$ cat src/rtl/dsp_ctrl_pkg.sv
// Shared types and helpers for the DSP MAC job sequencer.
package dsp_ctrl_pkg;

  typedef enum logic [2:0] {
    ST_IDLE,
    ST_SETUP,
    ST_ISSUE,
    ST_DRAIN,
    ST_DONE
  } seq_state_t;

  localparam logic [1:0] MODE_SMALL   = 2'b00;
  localparam logic [1:0] MODE_MIXED   = 2'b01;
  localparam logic [1:0] MODE_FULL    = 2'b10;
  localparam logic [1:0] MODE_ILLEGAL = 2'b11;

  // A job is runnable only with a real mode, at least one pair, and a latency the DSP supports.
  function automatic logic cfg_legal(input logic [1:0] mode, input int unsigned len,
                                     input int unsigned pipe, input int unsigned max_pipe);
    return (mode != MODE_ILLEGAL) && (len != 0) && (pipe <= max_pipe);
  endfunction

endpackage

$ cat src/rtl/dsp_mac_sequencer_if.sv
// Host-side job bus: configuration, operand stream and result handshakes.
interface dsp_mac_sequencer_if #(
  parameter int WIDTH         = 16,
  parameter int SHIFT_BITS    = 2,
  parameter int PIPELINE_BITS = 3,
  parameter int LEN_BITS      = 8
);
  logic                     cfg_valid;
  logic                     cfg_ready;
  logic [1:0]               cfg_mode;
  logic [LEN_BITS-1:0]      cfg_len;
  logic [SHIFT_BITS-1:0]    cfg_shift_amount;
  logic                     cfg_shift_dir;
  logic [PIPELINE_BITS-1:0] cfg_pipe_stages;
  logic [2*WIDTH-1:0]       cfg_cc;
  logic                     op_valid;
  logic                     op_ready;
  logic [WIDTH-1:0]         op_a;
  logic [WIDTH-1:0]         op_b;
  logic                     res_valid;
  logic                     res_ready;
  logic [2*WIDTH-1:0]       res_data;
  logic                     res_err;

  modport master (
    output cfg_valid, cfg_mode, cfg_len, cfg_shift_amount, cfg_shift_dir,
           cfg_pipe_stages, cfg_cc, op_valid, op_a, op_b, res_ready,
    input  cfg_ready, op_ready, res_valid, res_data, res_err
  );

  modport slave (
    input  cfg_valid, cfg_mode, cfg_len, cfg_shift_amount, cfg_shift_dir,
           cfg_pipe_stages, cfg_cc, op_valid, op_a, op_b, res_ready,
    output cfg_ready, op_ready, res_valid, res_data, res_err
  );
endinterface

$ cat src/rtl/dsp_latency_counter.sv
// Down-counter that marks the cycle in which the DSP output pipeline has delivered the final sum.
module dsp_latency_counter #(
  parameter int CNT_BITS = 3
) (
  input  logic                clk,
  input  logic                rst,
  input  logic                load,
  input  logic [CNT_BITS-1:0] load_val,
  input  logic                dec,
  output logic [CNT_BITS-1:0] count,
  output logic                done
);

  always_ff @(posedge clk or posedge rst) begin
    if (rst) begin
      count <= '0;
    end else if (load) begin
      count <= load_val;
    end else if (dec && (count != '0)) begin
      count <= count - 1'b1;
    end
  end

  // The edge ending the cycle with count == 1 is the edge at which dsp_out is valid.
  assign done = dec && (count == CNT_BITS'(1));

endmodule

$ cat src/rtl/dsp_mac_sequencer.sv
// Sequences one MAC DSP through an N-term dot product and returns the final accumulator.
module dsp_mac_sequencer
  import dsp_ctrl_pkg::*;
#(
  parameter int WIDTH         = 16,
  parameter int SHIFT_BITS    = 2,
  parameter int PIPELINE_BITS = 3,
  parameter int LEN_BITS      = 8
) (
  input  logic                     clk,
  input  logic                     rst,
  dsp_mac_sequencer_if.slave       bus,
  output logic                     busy,
  output logic                     dsp_start,
  output logic                     dsp_mac,
  output logic                     dsp_shift_dir,
  output logic [1:0]               dsp_mode,
  output logic [SHIFT_BITS-1:0]    dsp_shift_amount,
  output logic [PIPELINE_BITS-1:0] dsp_pipe_stages,
  output logic [WIDTH-1:0]         dsp_aa,
  output logic [WIDTH-1:0]         dsp_bb,
  output logic [2*WIDTH-1:0]       dsp_cc,
  input  logic [2*WIDTH-1:0]       dsp_out
);

  seq_state_t               state_reg, state_next;
  logic [1:0]               mode_reg;
  logic [SHIFT_BITS-1:0]    shift_amount_reg;
  logic                     shift_dir_reg;
  logic [PIPELINE_BITS-1:0] pipe_reg;
  logic [2*WIDTH-1:0]       cc_reg;
  logic [LEN_BITS-1:0]      remain_reg;
  logic                     err_reg;
  logic                     used_reg;
  logic [2*WIDTH-1:0]       res_data_reg;

  logic                     cfg_ok;
  logic                     last_issue;
  logic                     drain_load;
  logic                     drain_done;
  logic [PIPELINE_BITS-1:0] drain_count;

  assign cfg_ok     = cfg_legal(bus.cfg_mode, 32'(bus.cfg_len), 32'(bus.cfg_pipe_stages),
                                PIPELINE_BITS);
  assign last_issue = (state_reg == ST_ISSUE) && bus.op_valid && (remain_reg == LEN_BITS'(1));
  assign drain_load = last_issue && (pipe_reg != '0);

  dsp_latency_counter #(.CNT_BITS(PIPELINE_BITS)) u_drain (
    .clk      (clk),
    .rst      (rst),
    .load     (drain_load),
    .load_val (pipe_reg),
    .dec      (state_reg == ST_DRAIN),
    .count    (drain_count),
    .done     (drain_done)
  );

  always_ff @(posedge clk or posedge rst) begin
    if (rst) begin
      state_reg        <= ST_IDLE;
      mode_reg         <= '0;
      shift_amount_reg <= '0;
      shift_dir_reg    <= 1'b0;
      pipe_reg         <= '0;
      cc_reg           <= '0;
      remain_reg       <= '0;
      err_reg          <= 1'b0;
      used_reg         <= 1'b0;
      res_data_reg     <= '0;
    end else begin
      state_reg <= state_next;
      case (state_reg)
        ST_IDLE: begin
          if (bus.cfg_valid) begin
            mode_reg         <= bus.cfg_mode;
            shift_amount_reg <= bus.cfg_shift_amount;
            shift_dir_reg    <= bus.cfg_shift_dir;
            pipe_reg         <= bus.cfg_pipe_stages;
            cc_reg           <= bus.cfg_cc;
            remain_reg       <= bus.cfg_len;
            err_reg          <= !cfg_ok;
            used_reg         <= cfg_ok;
            // A rejected job reports its addend untouched.
            if (!cfg_ok) res_data_reg <= bus.cfg_cc;
          end
        end
        ST_ISSUE: begin
          if (bus.op_valid) begin
            remain_reg <= remain_reg - 1'b1;
            if (last_issue && (pipe_reg == '0)) res_data_reg <= dsp_out;
          end else if (mode_reg == MODE_SMALL) begin
            // Small mode loses its running sum on a gap, so the job can no longer be trusted.
            err_reg <= 1'b1;
          end
        end
        ST_DRAIN: begin
          if (drain_done) res_data_reg <= dsp_out;
        end
        ST_DONE: begin
          if (bus.res_ready) used_reg <= 1'b0;
        end
        default: ;
      endcase
    end
  end

  always_comb begin
    state_next = state_reg;
    case (state_reg)
      ST_IDLE:  if (bus.cfg_valid) state_next = cfg_ok ? ST_SETUP : ST_DONE;
      ST_SETUP: state_next = ST_ISSUE;
      ST_ISSUE: if (last_issue) state_next = (pipe_reg == '0) ? ST_DONE : ST_DRAIN;
      ST_DRAIN: if (drain_done) state_next = ST_DONE;
      ST_DONE:  if (bus.res_ready) state_next = ST_IDLE;
      default:  state_next = ST_IDLE;
    endcase
  end

  always_comb begin
    bus.cfg_ready    = (state_reg == ST_IDLE);
    bus.op_ready     = (state_reg == ST_ISSUE);
    bus.res_valid    = (state_reg == ST_DONE);
    bus.res_data     = res_data_reg;
    bus.res_err      = err_reg;
    busy             = (state_reg != ST_IDLE);
    dsp_start        = 1'b0;
    dsp_mac          = 1'b0;
    dsp_mode         = '0;
    dsp_shift_amount = '0;
    dsp_shift_dir    = 1'b0;
    dsp_pipe_stages  = '0;
    dsp_cc           = '0;
    dsp_aa           = '0;
    dsp_bb           = '0;
    if ((state_reg == ST_SETUP) || (state_reg == ST_ISSUE) || (state_reg == ST_DRAIN)) begin
      dsp_mode         = mode_reg;
      dsp_shift_amount = shift_amount_reg;
      dsp_shift_dir    = shift_dir_reg;
      dsp_pipe_stages  = pipe_reg;
      dsp_cc           = cc_reg;
    end
    case (state_reg)
      ST_ISSUE: begin
        dsp_mac   = 1'b1;
        dsp_start = bus.op_valid;
        dsp_aa    = bus.op_a;
        dsp_bb    = bus.op_b;
      end
      ST_DRAIN: dsp_mac = 1'b1;
      ST_DONE:  dsp_mac = used_reg;
      default:  ;
    endcase
  end

endmodule

$ cat src/flat_wrapper.sv
// flat-port wrapper written by rule: the top's interface ports become plain ports
module dsp_mac_sequencer_flat import dsp_ctrl_pkg::*;
#(
  parameter int WIDTH         = 16,
  parameter int SHIFT_BITS    = 2,
  parameter int PIPELINE_BITS = 3,
  parameter int LEN_BITS      = 8
)
  (clk, rst, busy, dsp_start, dsp_mac, dsp_shift_dir, dsp_mode, dsp_shift_amount, dsp_pipe_stages, dsp_aa, dsp_bb, dsp_cc, dsp_out, bus_cfg_valid, bus_cfg_mode, bus_cfg_len, bus_cfg_shift_amount, bus_cfg_shift_dir, bus_cfg_pipe_stages, bus_cfg_cc, bus_op_valid, bus_op_a, bus_op_b, bus_res_ready, bus_cfg_ready, bus_op_ready, bus_res_valid, bus_res_data, bus_res_err);
  dsp_mac_sequencer_if #(.WIDTH(WIDTH), .SHIFT_BITS(SHIFT_BITS), .PIPELINE_BITS(PIPELINE_BITS), .LEN_BITS(LEN_BITS)) bus_i ();
  input  logic clk;
  input  logic rst;
  output logic busy;
  output logic dsp_start;
  output logic dsp_mac;
  output logic dsp_shift_dir;
  output logic [1:0] dsp_mode;
  output logic [SHIFT_BITS-1:0] dsp_shift_amount;
  output logic [PIPELINE_BITS-1:0] dsp_pipe_stages;
  output logic [WIDTH-1:0] dsp_aa;
  output logic [WIDTH-1:0] dsp_bb;
  output logic [2*WIDTH-1:0] dsp_cc;
  input  logic [2*WIDTH-1:0] dsp_out;
  input wire logic [$bits(bus_i.cfg_valid)-1:0] bus_cfg_valid;
  input wire logic [$bits(bus_i.cfg_mode)-1:0] bus_cfg_mode;
  input wire logic [$bits(bus_i.cfg_len)-1:0] bus_cfg_len;
  input wire logic [$bits(bus_i.cfg_shift_amount)-1:0] bus_cfg_shift_amount;
  input wire logic [$bits(bus_i.cfg_shift_dir)-1:0] bus_cfg_shift_dir;
  input wire logic [$bits(bus_i.cfg_pipe_stages)-1:0] bus_cfg_pipe_stages;
  input wire logic [$bits(bus_i.cfg_cc)-1:0] bus_cfg_cc;
  input wire logic [$bits(bus_i.op_valid)-1:0] bus_op_valid;
  input wire logic [$bits(bus_i.op_a)-1:0] bus_op_a;
  input wire logic [$bits(bus_i.op_b)-1:0] bus_op_b;
  input wire logic [$bits(bus_i.res_ready)-1:0] bus_res_ready;
  output wire logic [$bits(bus_i.cfg_ready)-1:0] bus_cfg_ready;
  output wire logic [$bits(bus_i.op_ready)-1:0] bus_op_ready;
  output wire logic [$bits(bus_i.res_valid)-1:0] bus_res_valid;
  output wire logic [$bits(bus_i.res_data)-1:0] bus_res_data;
  output wire logic [$bits(bus_i.res_err)-1:0] bus_res_err;
  assign bus_i.cfg_valid = bus_cfg_valid;
  assign bus_i.cfg_mode = bus_cfg_mode;
  assign bus_i.cfg_len = bus_cfg_len;
  assign bus_i.cfg_shift_amount = bus_cfg_shift_amount;
  assign bus_i.cfg_shift_dir = bus_cfg_shift_dir;
  assign bus_i.cfg_pipe_stages = bus_cfg_pipe_stages;
  assign bus_i.cfg_cc = bus_cfg_cc;
  assign bus_i.op_valid = bus_op_valid;
  assign bus_i.op_a = bus_op_a;
  assign bus_i.op_b = bus_op_b;
  assign bus_i.res_ready = bus_res_ready;
  assign bus_cfg_ready = bus_i.cfg_ready;
  assign bus_op_ready = bus_i.op_ready;
  assign bus_res_valid = bus_i.res_valid;
  assign bus_res_data = bus_i.res_data;
  assign bus_res_err = bus_i.res_err;
  dsp_mac_sequencer #(.WIDTH(WIDTH), .SHIFT_BITS(SHIFT_BITS), .PIPELINE_BITS(PIPELINE_BITS), .LEN_BITS(LEN_BITS)) u_core (.clk(clk), .rst(rst), .bus(bus_i), .busy(busy), .dsp_start(dsp_start), .dsp_mac(dsp_mac), .dsp_shift_dir(dsp_shift_dir), .dsp_mode(dsp_mode), .dsp_shift_amount(dsp_shift_amount), .dsp_pipe_stages(dsp_pipe_stages), .dsp_aa(dsp_aa), .dsp_bb(dsp_bb), .dsp_cc(dsp_cc), .dsp_out(dsp_out));
endmodule
$ cat config.mk
export PLATFORM = sky130hd
export DESIGN_NAME = dsp_mac_sequencer_flat
export DESIGN_NICKNAME = d
export VERILOG_FILES = /design/src/rtl/dsp_ctrl_pkg.sv /design/src/rtl/dsp_mac_sequencer_if.sv /design/src/rtl/dsp_latency_counter.sv /design/src/rtl/dsp_mac_sequencer.sv /design/src/flat_wrapper.sv
export SDC_FILE = /design/constraint.sdc
export NUM_CORES = 1
export LEC_CHECK = 0
export BUFFER_PORTS_ARGS = -buffer_cell sky130_fd_sc_hd__buf_2
export CORE_MARGIN = 2
export CORE_UTILIZATION = 51
export DETAILED_ROUTE_END_ITERATION = 7
export PLACE_DENSITY = 0.95
export SLEW_MARGIN = 20
export SYNTH_ARGS = -nofsm -noshare
export SYNTH_HDL_FRONTEND = slang
export SYNTH_HIERARCHICAL = 1
export SYNTH_SLANG_ARGS = --single-unit
$ cat constraint.sdc
create_clock -name clk -period 8.7 [get_ports clk]
set_input_delay 0 -clock clk [delete_from_list [all_inputs] [get_ports clk]]
set_output_delay 0 -clock clk [all_outputs]
set_load 0.01 [all_outputs]
==> results.yml <==
placement:
  dpl_worst_slack_ns: 4.67
  dpl_cell_area_um2: 5920
  gp_congestion: 0.860
  dp_hpwl_um: 9530
  dp_cells: 742
  portBuffers: 227
drt:
  vias_per_cell: 5.32
  postRouteAntennaNets: 0
  first_pass_iters: 4
  wire_per_inst_um: 17.5
  drt-total-wl_um: 14500
  drtIter0Drc: 193
  via_count: 4401
  drc_errors: 0
outcome:
  outcome: "complete, no violations"
cts:
  clkSinkCount: 88
  cts_tree: "yes"
  post-cts-setup-buffer-count: 0
  clk_path_buf_depth: 2
  clock_latency_ns: 0.35
  clk_pin_slew_ns: 0.09
  cts.repair.resized: 0
  h-tree-depth: 3
  root_buffer: "clkbuf_8"
  numCtsBuffers: 9
run:
  max-cap-violations: 0
synthesis:
  ys_seq_area_frac: 0.461
  syn_area_um2: 4770
  ys_ff_latch: 88
  syn_inst: 431
  avgSynthCellArea_um2: 11.1
  synth_top_family_by_area: "multiplexers"
  synth_compound_area_frac: 0.0902
  ys_types: 44
  synth-simple-area-share: 0.179
  synthAdderAreaFrac: 0.0131
  ys_warn_count: 6
  synth.area.mux_share: 0.210
  synth_fp_nets: 553
  synth-xor-area-share: 0
final_layout:
  layout-drive-gt1-share: 0.460
  nets: 832
  final_common_cell: "buf_2"
  mostFrequentLayoutCells: "buf_2 (227), dfrtp_1 (88), and2_1 (75)"
  design_area_um2: 6810
  finalNonFillerCells: 827
  final.fill_count: 593
  areaGrowthSynthToFinish_pct: 42.7
  post-route-util: 0.744
power:
  cellInternalPower_mw: 1.25
  powerDensity_nw_per_um2: 305
  clockPowerShare: 0.139
  seqPwrFrac: 0.364
  combPwrFrac: 0.497
  p_sw_mw: 0.830
  max-vdd-ir-drop_mv: 0.186
  switching_share: 0.399
  leakage_nw: 3.35
  p_total_mw: 2.08
global_routing:
  grt_use_total: 0.282
  grt_pass1_vias: 4636
  grt.overflow.total: 0
  grt_max_degree: 53
  grt_pass1_wl_um: 22400
  antenna_found_initial: 1
floorplanning:
  pin_count: 228
  die_area_um2: 10100
  start_util: 0.522
  core-area_um2: 9150
  dieWidth_um: 101
  die_h_um: 101
  rows: 35
setup_path:
  cp-start-kind: "flop"
  crit_type: "reg -> reg"
  endpoint_kind: "flop"
  r2r_slack_ns: 4.54
  critical_path.max_fanout: 43
  cp_data_arrival_time_ns: 4.39
  cp.required_ns: 8.93
sta:
  rsz0062_at_grt: "false"
  fin_skew_ns: 0.0127
  timing.setup.tns_ns: 0
  setup_viol_count_final: 0
  slew_headroom: 0.318
  whs_ns: 0.0251
  post-route-period-util: 0.478
  layout_setup_ws_ns: 4.54
  maxSlewViolCount: 0
  hold_violations: 0
  worst_pin_slew_ns: 1.02
  layout_min_cycle_time_ns: 4.16
  max_freq_mhz: 240
worst_hold_path:
  hold_class: "in -> reg"
==> cells by family after synthesis <==
group / Yosys count
and+or+nand+nor: 135
DFF: 88
AOI/OAI and AO/OA: 72
adders and majority gates: 5
buffers and inverters: 43
muxes: 88
==> synth_stat cells, drive strengths merged <==
library cell	n	share of area
a211oi	2	0.0058
a21o	3	0.0047
a21oi	32	0.034
a22o	1	0.0018
a22oi	1	0.0016
a31oi	18	0.024
and2	76	0.10
and3	2	0.0026
and3b	1	0.0018
buf	15	0.025
clkbuf	17	0.013
dfrtp	88	0.46
ha	5	0.013
inv	11	0.0087
mux2	68	0.17
mux2i	20	0.042
nand2	14	0.011
nand2b	3	0.0039
nand3	2	0.0021
nand3b	1	0.0016
nand4	1	0.0013
nor2	12	0.012
nor2b	3	0.0039
nor3	7	0.0097
nor4	6	0.017
o211ai	3	0.0047
o21ai	9	0.0094
o22ai	1	0.0013
o311ai	2	0.0037
or3	3	0.0039
or3b	1	0.0018
or4b	3	0.0063
==> final timing paths <==
| path | end | startpoint | cells after the start |
|---|---|---|---|
| min in group asynchronous | u_core/u_drain/count[2] | rst | 3 |
| setup / recovery | u_core/bus.res_data[21] | u_core/state_reg[2] | 6 |
| hold / removal | u_core/bus.res_data[15] | dsp_out[15] | 3 |
| hold reg to reg | u_core/cc_reg[9] | u_core/cc_reg[9] | 1 |
| setup reg to reg | u_core/bus.res_data[21] | u_core/state_reg[2] | 6 |
| max in group asynchronous | u_core/remain_reg[0] | rst | 4 |
==> power groups by stage <==
stage / Combinational, mW / Sequential, mW / Clock (mW)
2_1_floorplan: 0.693 / 0.748 / 0
3_3_place_gp: 0.951 / 0.740 / 0
3_5_place_dp: 0.994 / 0.756 / 0
4_1_cts: 1.02 / 0.750 / 0.299
5_1_grt: 1.12 / 0.780 / 0.315
6_report: 1.03 / 0.756 / 0.289
==> layer usage <==
layer  wire [um]  track usage  up-vias
met3         843       0.0555       37
met1        5630        0.334     2105
met4         474        0.122        0
met5           0            0        -
met2        7520        0.498      197
li1            -            -     2062
==> worst max-delay path, cell delays in order, from the launching register on <==
cell,delay [ns]
dfrtp_1,0.58
or3b_1,0.54
inv_1,0.60
a21oi_2,0.93
and3_1,0.60
buf_4,0.40
mux2_2,0.37
==> timing repair <==
action / 4_1_cts / 5_1_grt
setup endpoints to repair: 0 / 0
endpoints found under the hold margin: 103 / 0
hold buffers: 68 / 0
==> final cells by class <==
type / count / area [um^2] / share of cell area
Timing Repair Buffer: 300 / 1850 / 0.272
Clock buffer: 9 / 124 / 0.0182
Antenna cell: 1 / 2.50 / 0.000367
Tap cell: 111 / 139 / 0.0204
Sequential cell: 88 / 2200 / 0.323
Clock inverter: 7 / 82.6 / 0.0121
Inverter: 11 / 42.5 / 0.00625
Multi-Input combinational cell: 300 / 2360 / 0.347
No activity file was read; power rests on OpenSTA's default activity.
